$ cat config.mk
export PLATFORM = sky130hd
export DESIGN_NAME = srl_update_ctrl_flat
export DESIGN_NICKNAME = d
export VERILOG_FILES = /design/src/rtl/srl_update_ctrl_if.sv /design/src/rtl/srl_update_ctrl.sv /design/src/flat_wrapper.sv
export SDC_FILE = /design/constraint.sdc
export NUM_CORES = 1
export LEC_CHECK = 0
export ABC_AREA = 1
export CAP_MARGIN = 25
export CORE_ASPECT_RATIO = 1.75
export CORE_MARGIN = 3
export CORE_UTILIZATION = 35
export DETAILED_ROUTE_END_ITERATION = 7
export REMOVE_ABC_BUFFERS = 1
export SLEW_MARGIN = 30
export SYNTH_ARGS = -nofsm -noshare
export SYNTH_HDL_FRONTEND = slang
export SYNTH_SLANG_ARGS = --single-unit
$ cat constraint.sdc
create_clock -name clk -period 1.82 [get_ports clk]
set_input_delay 0.546 -clock clk [delete_from_list [all_inputs] [get_ports clk]]
set_output_delay 0.546 -clock clk [all_outputs]
set_load 0.01 [all_outputs]
$ cat src/rtl/srl_update_ctrl_if.sv
// Rule-update request channel into the SRL update controller.
// Handshake: a request transfers on a clock edge where upd_valid and upd_ready are both 1; the requester holds upd_valid and the fields stable until then, and nothing presented while upd_ready=0 is queued.
interface srl_update_ctrl_if #(
    parameter int IDX_W = 3
);
    logic             upd_valid;
    logic             upd_ready;
    logic [IDX_W-1:0] upd_entry;
    logic [4:0]       upd_key;
    logic [4:0]       upd_mask;
    logic             upd_en;

    modport master (
        output upd_valid,
        output upd_entry,
        output upd_key,
        output upd_mask,
        output upd_en,
        input  upd_ready
    );

    modport slave (
        input  upd_valid,
        input  upd_entry,
        input  upd_key,
        input  upd_mask,
        input  upd_en,
        output upd_ready
    );
endinterface

$ cat src/rtl/srl_update_ctrl.sv
// Expands one 5-bit key/mask rule update into a 32-entry match truth table
// and shifts it serially (address 31 first) into one SRL32 of the CAM bank.
module srl_update_ctrl #(
    parameter int NUM_SRL = 8,
    parameter int IDX_W   = 3
) (
    input  logic               clk,
    input  logic               rst,
    srl_update_ctrl_if.slave   upd,
    output logic               srl_d,
    output logic [NUM_SRL-1:0] srl_ce,
    output logic               busy,
    output logic               upd_done,
    output logic               upd_err,
    output logic [1:0]         dbg_state
);

    typedef enum logic [1:0] {
        IDLE  = 2'd0,
        SHIFT = 2'd1,
        DONE  = 2'd2
    } state_t;

    state_t             state, state_n;
    logic [4:0]         cnt, cnt_n;
    logic [IDX_W-1:0]   entry_q, entry_n;
    logic [4:0]         key_q, key_n;
    logic [4:0]         mask_q, mask_n;
    logic               en_q, en_n;
    logic               range_q, range_n;

    logic               ready_q, ready_n;
    logic               d_n, busy_n, done_n, err_n;
    logic [NUM_SRL-1:0] ce_n;

    function automatic logic match_bit(input logic [4:0] a, input logic [4:0] key,
                                       input logic [4:0] mask, input logic en);
        return en & (((a ^ key) & ~mask) == 5'd0);
    endfunction

    // Out-of-range entries decode to all zeros, so no SRL is ever enabled for them.
    function automatic logic [NUM_SRL-1:0] onehot(input logic [IDX_W-1:0] e);
        logic [NUM_SRL-1:0] r;
        r = '0;
        for (int i = 0; i < NUM_SRL; i++) begin
            r[i] = (32'(e) == i);
        end
        return r;
    endfunction

    function automatic logic out_of_range(input logic [IDX_W-1:0] e);
        return (32'(e) >= NUM_SRL);
    endfunction

    // cnt holds the address currently presented on srl_d while in SHIFT.
    always_comb begin
        state_n = state;
        cnt_n   = cnt;
        entry_n = entry_q;
        key_n   = key_q;
        mask_n  = mask_q;
        en_n    = en_q;
        range_n = range_q;
        ready_n = 1'b0;
        d_n     = 1'b0;
        ce_n    = '0;
        busy_n  = 1'b0;
        done_n  = 1'b0;
        err_n   = 1'b0;
        case (state)
            IDLE: begin
                ready_n = 1'b1;
                if (upd.upd_valid && ready_q) begin
                    state_n = SHIFT;
                    cnt_n   = 5'd31;
                    entry_n = upd.upd_entry;
                    key_n   = upd.upd_key;
                    mask_n  = upd.upd_mask;
                    en_n    = upd.upd_en;
                    range_n = out_of_range(upd.upd_entry);
                    ready_n = 1'b0;
                    busy_n  = 1'b1;
                    d_n     = match_bit(5'd31, upd.upd_key, upd.upd_mask, upd.upd_en);
                    ce_n    = onehot(upd.upd_entry);
                end
            end
            SHIFT: begin
                if (cnt == 5'd0) begin
                    state_n = DONE;
                    done_n  = 1'b1;
                    err_n   = range_q;
                end else begin
                    cnt_n  = cnt - 5'd1;
                    busy_n = 1'b1;
                    d_n    = match_bit(cnt - 5'd1, key_q, mask_q, en_q);
                    ce_n   = onehot(entry_q);
                end
            end
            DONE: begin
                state_n = IDLE;
                cnt_n   = 5'd31;
                ready_n = 1'b1;
            end
            default: begin
                state_n = IDLE;
                cnt_n   = 5'd31;
            end
        endcase
    end

    always_ff @(posedge clk) begin
        if (rst) begin
            state    <= IDLE;
            cnt      <= 5'd31;
            entry_q  <= '0;
            key_q    <= '0;
            mask_q   <= '0;
            en_q     <= 1'b0;
            range_q  <= 1'b0;
            ready_q  <= 1'b1;
            srl_d    <= 1'b0;
            srl_ce   <= '0;
            busy     <= 1'b0;
            upd_done <= 1'b0;
            upd_err  <= 1'b0;
        end else begin
            state    <= state_n;
            cnt      <= cnt_n;
            entry_q  <= entry_n;
            key_q    <= key_n;
            mask_q   <= mask_n;
            en_q     <= en_n;
            range_q  <= range_n;
            ready_q  <= ready_n;
            srl_d    <= d_n;
            srl_ce   <= ce_n;
            busy     <= busy_n;
            upd_done <= done_n;
            upd_err  <= err_n;
        end
    end

    assign upd.upd_ready = ready_q;
    assign dbg_state     = state;

endmodule

$ cat src/flat_wrapper.sv
// flat-port wrapper written by rule: the top's interface ports become plain ports
module srl_update_ctrl_flat 
#(
    parameter int NUM_SRL = 8,
    parameter int IDX_W   = 3
)
  (clk, rst, srl_d, srl_ce, busy, upd_done, upd_err, dbg_state, upd_upd_valid, upd_upd_entry, upd_upd_key, upd_upd_mask, upd_upd_en, upd_upd_ready);
  srl_update_ctrl_if #(.IDX_W(IDX_W)) upd_i ();
  input  logic clk;
  input  logic rst;
  output logic srl_d;
  output logic [NUM_SRL-1:0] srl_ce;
  output logic busy;
  output logic upd_done;
  output logic upd_err;
  output logic [1:0] dbg_state;
  input wire logic [$bits(upd_i.upd_valid)-1:0] upd_upd_valid;
  input wire logic [$bits(upd_i.upd_entry)-1:0] upd_upd_entry;
  input wire logic [$bits(upd_i.upd_key)-1:0] upd_upd_key;
  input wire logic [$bits(upd_i.upd_mask)-1:0] upd_upd_mask;
  input wire logic [$bits(upd_i.upd_en)-1:0] upd_upd_en;
  output wire logic [$bits(upd_i.upd_ready)-1:0] upd_upd_ready;
  assign upd_i.upd_valid = upd_upd_valid;
  assign upd_i.upd_entry = upd_upd_entry;
  assign upd_i.upd_key = upd_upd_key;
  assign upd_i.upd_mask = upd_upd_mask;
  assign upd_i.upd_en = upd_upd_en;
  assign upd_upd_ready = upd_i.upd_ready;
  srl_update_ctrl #(.NUM_SRL(NUM_SRL), .IDX_W(IDX_W)) u_core (.clk(clk), .rst(rst), .upd(upd_i), .srl_d(srl_d), .srl_ce(srl_ce), .busy(busy), .upd_done(upd_done), .upd_err(upd_err), .dbg_state(dbg_state));
endmodule
# --- Word level (Yosys, flattened, before mapping) ---
# Cells that the tools add are included.
totals:
  reg_bits: 33
  latchBits: 0
  ram_bits: 0
  mem_bits_ro: 0
  input_bits: 17
  n_memories: 0
op_classes:
  n_addsub: 1
  mul: 0
  n_div: 0
  order_cmp: 0
  n_eq_ne: 19
  shift: 0
  muxes: 18
  bitwise_logic: 9
  reduce_logical: 11
ops:
  columns: ["cell", "count"]
  rows:
  - ["$eq A3 B3 Y1 const B", 8]
  - ["$mux W8", 2]
  - ["$pmux W8 S2", 1]
  - ["$logic_not A5 Y1", 3]
  - ["$not A5 Y5", 3]
  - ["$eq A3 B2 Y1 const B", 4]
  - ["$and A5 B5 Y5", 2]
  - ["$mux W5", 2]
  - ["$pmux W5 S2", 1]
  - ["$eq A3 B1 Y1 const B", 2]
  - ["$logic_not A3 Y1", 2]
  - ["$mux W1", 6]
  - ["$pmux W1 S2", 3]
  - ["$reduce_and A2 Y1", 3]
  - ["$sub A5 B1 Y5 const B", 1]
  - ["$xor A5 B5 Y5", 1]
  - ["$mux W2", 2]
  - ["$ne A2 B1 Y1 const B", 2]
  - ["$pmux W2 S2", 1]
  - ["$and A1 B1 Y1", 2]
  - ["$eq A2 B1 Y1 const B", 1]
  - ["$eq A2 B2 Y1 const B", 1]
  - ["$logic_not A2 Y1", 1]
  - ["$ne A2 B2 Y1 const B", 1]
  - ["other kinds (3)", 3]

# --- Longest topological paths before layout ---
# Gate-level depths: netlist of the first run.
depth:
  depth_word: 7
  depth_mapped: 11
  ltp_nobuf: 11

# --- Worst setup path after synthesis of the first run ---
# Ideal clock, no wire load.
synth_timing:
  path_kind: "input to register"
  startpoint: "in upd_upd_valid"
  endpoint: "reg u_core.key_q[0]"
  setup_time_ps: 119
  arrival_ps: 1282
  t_required_ps: 1701
  slack_ps: 419
  cell_stages: 6
  path_buffers: 1
  path_cell_list: "nand2_1 nor3_1 inv_1 buf_2 o21ai_0 a21oi_1"
synth_between:
  elab_chain_cells: 2
synth_rtl:
  columns: ["item", "line_no", "text"]
  rows:
  - ["from (decl)", "flat_wrapper.sv:17", "input wire logic [$bits(upd_i.upd_valid)-1:0] upd_upd_valid;"]
  - ["$logic_and A1 B1 Y1", "srl_update_ctrl.sv:73", "if (upd.upd_valid && ready_q) begin"]
  - ["$reduce_and A2 Y1 (no source line)", null, null]
  - ["to (signal assigned)", "srl_update_ctrl.sv:130", "key_q <= key_n;"]
  - ["to (decl)", "srl_update_ctrl.sv:27", "logic [4:0] key_q, key_n;"]
# No other way between the ends.
# A chain may end at the register's enable or synchronous reset.

# --- Worst setup path after layout of the first run ---
layout_timing:
  startpoint: "reg u_core.state[1], in the netlist u_core.dbg_state[1]"
  endpoint: "out dbg_state[1]"
layout_lines:
  columns: ["item", "line_no", "text"]
  rows:
  - ["from (decl)", "srl_update_ctrl.sv:24", "state_t state, state_n;"]
  - ["from (signal assigned)", "srl_update_ctrl.sv:127", "state <= state_n;"]
  - ["to (decl)", "flat_wrapper.sv:16", "output logic [1:0] dbg_state;"]
# No word-level cell between the ends.

==> results.cfg, run 1 <==
[yosys]
synth_edf_count = 0
synth_area_mm2 = 0.00142
synth_top_area_share_pct = 46.5
seq_area_frac_synth_pct = 46.5
synth_largest_area_cell = dfxtp_1
syn_avg_cell_area_um2 = 7.25
synth-warning-count = 0
ys_top_cells_by_area = dfxtp_1 (46%), nand2_1 (9.0%), inv_1 (8.2%)
ys.flop_type = dfxtp_1
synth_cell_type_count = 22
synth_seq_cells = 33
synthArstFlopShare_pct = 0
netlist_instances = 196

[power]
vdd_ir_drop_max_mv = 0.535
leakage_uw = 0.000835
powerDensity_mw_per_mm2 = 862

[worst_setup_path]
worst-path-buf-inv = 1
crit_fanout = 3
start_kind = flip-flop
required_ns = 1.27
critPathArrivalTime_ns = 1.19
critPathTopFamily = buffers and inverters
slowest_stage = clkdlybuf4s50_1
critPathCaptureType = output pin
path_class = flip-flop to output pin
cpPeakStageDelay_ns = 0.55
timing.critical_path.cells = clkdlybuf4s50_1

[clocking]
clk_pin_slew_ns = 0.06
cts_tree = done
cts_made_buffers = 5
clock_sink_count = 33
clk_path_buf_depth = 2
clk_latency_ns = 0.28
post_cts_buffers = 0
htree_levels = 2
cts_hold_buf = 0
clock-root-buffer = clkbuf_8
ctsResizeCount = 0

[timing]
finalHoldViolations = 0
period_share_pct = 95.3
setup_viol = 0
final.setup.tns_ns = 0
fmaxAchievable_ghz = 0.576
fin_crit_ns = 1.74
slew_violations = 0
rsz0062_at_grt = no
clock_skew_ns = 0.00227

[final_layout]
postLayoutCellArea_mm2 = 0.00194
antenna_cells = 0
drive_gt1_share_pct = 8.94
nFillCells = 407
area_growth_pct = 36.4
final_nets = 252
regArea_um2 = 661
multi_input_area_um2 = 613

[placement]
port_buffers = 30
place_area_mm2 = 0.00183
gp_congestion = 0.836
dpl.hpwl_mm = 2.33

[route]
post-route-drc-count = 0
drtAntennaViolNets = 0
routed_wl_mm = 3.08
firstDrtPassIters = 4
drt-wirelength-per-cell_um = 10.9
via_count = 1314
drtIter0Drc = 19
vias_per_cell = 4.64

[global_route]
grt_use_total_pct = 14.8
grt_max_degree = 18
grt_pass1_vias = 1148
grt_pass1_wl_mm = 5.20
antenna_found_initial = 0
grt_overflow = 0

[die]
die_w_um = 54.2
rows = 30
fp.dieArea_mm2 = 0.00489
core_area_mm2 = 0.00390
initial_core_util_pct = 36.4
die_y_um = 90.3
ios = 32

[job]
drv_cap = 0

[run_status]
outcome = complete, no violations

[worst_hold_path]
hold_path.class = flip-flop to flip-flop
-- per-layer routing --
metal | part of all wire [%] | routed length, µm | up-vias | GRT usage, %
met5 | 0 | 0 | - | 0
met4 | 3.0 | 92 | 0 | 9.36
met3 | 4.2 | 130 | 7 | 3.97
met2 | 50 | 1530 | 27 | 22.5
met1 | 43 | 1330 | 574 | 17.7
li1 | - | - | 706 | -
-- cell type report --
cell class / instances / share of cell area (%)
clock inverter: 1 / 0.258
clock buffer: 7 / 4.97
inverter: 31 / 6.00
tap: 48 / 3.10
multi-input combinational: 125 / 31.6
sequential: 33 / 34.1
timing repair buffer: 38 / 20.0
-- cells by family (layout without fill, tap and decap cells) --
| group | count (synthesis) | count (layout) | synth area share, % |
|---|---|---|---|
| other cells | 1 | 1 | 0.264 |
| simple gates | 78 | 78 | 23.9 |
| flops | 33 | 33 | 46.5 |
| buf+inv | 38 | 77 | 10.7 |
| fa+ha+maj | 1 | 1 | 0.880 |
| compound gates | 45 | 45 | 17.7 |
-- through the flow --
| stage | setup slack, ns | hold WS (ns) | util (%) | power, µW | instances |
|---|---|---|---|---|---|
| after global routing | 0.0405 | 0.479 | 49.7 | 1770 | 283 |
| after detailed placement | -0.151 | 0.445 | 46.9 | 1100 | 275 |
| after CTS | 0.0155 | 0.454 | 49.5 | 1700 | 283 |
| after global placement | -0.174 | 0.445 | 46.9 | 1100 | 275 |
| after floorplan | -0.204 | 0.430 | - | 952 | 189 |
| final | 0.0849 | 0.452 | 49.7 | 1670 | 283 |
-- placed cells by master (no fill, tap or decap) --
cell and count:
dfxtp_1 33, buf_12 2, a21oi_1 15, nand3b_2 1, nor3_2 1, o211ai_1 3, o22a_1 1, nand2_2 2
dlymetal6s2s_1 1, clkdlybuf4s50_1 29, inv_1 31, nand3_1 7, nor3_1 3, o22ai_1 10, clkbuf_8 7, buf_4 6
conb_1 1, nor2_1 24, or2_4 1, clkinv_2 1, o21ai_0 15, o21a_1 1, nand2_1 34, nand4_1 2
nand3b_1 3, ha_1 1
-- cells in the mapped netlist (all sizes together), types with 2 or more instances --
| cell type | count |
|---|---|
| nand4 | 2 |
| nor3 | 4 |
| dfxtp | 33 |
| nand2 | 36 |
| clkbuf | 3 |
| buf | 4 |
| inv | 31 |
| nand3b | 4 |
| o211ai | 3 |
| o22ai | 10 |
| o21ai | 15 |
| nor2 | 24 |
| a21oi | 15 |
| nand3 | 7 |
-- flip-flops by register name, summed over array words and instances (netlist names) --
signal,cells
u_core.srl_ce,8
u_core.busy,1
u_core.entry_q,3
u_core.cnt,5
u_core.dbg_state,2
u_core.upd.upd_ready,1
u_core.mask_q,5
u_core.key_q,5
u_core.upd_done,1
u_core.en_q,1
u_core.srl_d,1
-- worst paths after layout --
check | startpoint | to | slack [ns] | depth (start not counted)
hold / removal | u_core.mask_q[1] | u_core.mask_q[1] | 0.45 | 2
hold reg to reg | u_core.mask_q[1] | u_core.mask_q[1] | 0.45 | 2
setup / recovery | u_core.dbg_state[1] | dbg_state[1] | 0.08 | 1
setup reg to reg | u_core.cnt[0] | u_core.srl_ce[3] | 0.27 | 8
-- power breakdown --
part / internal [µW] / leakage [µW] / total [µW] / switching [µW]
logic: 140 / 0.000510 / 288 / 148
clock network: 341 / 0.0000542 / 594 / 253
registers: 768 / 0.000270 / 789 / 21.8
total: 1250 / 0.000835 / 1670 / 422
(Power assumes the default switching activity.)
==> inputs of run 2 (changes only) <==
TNS_END_PERCENT = 100   (was unset)
==> results of run 2 <==
Same layout as run 1: the final DEF is identical, and so are final timing and power.
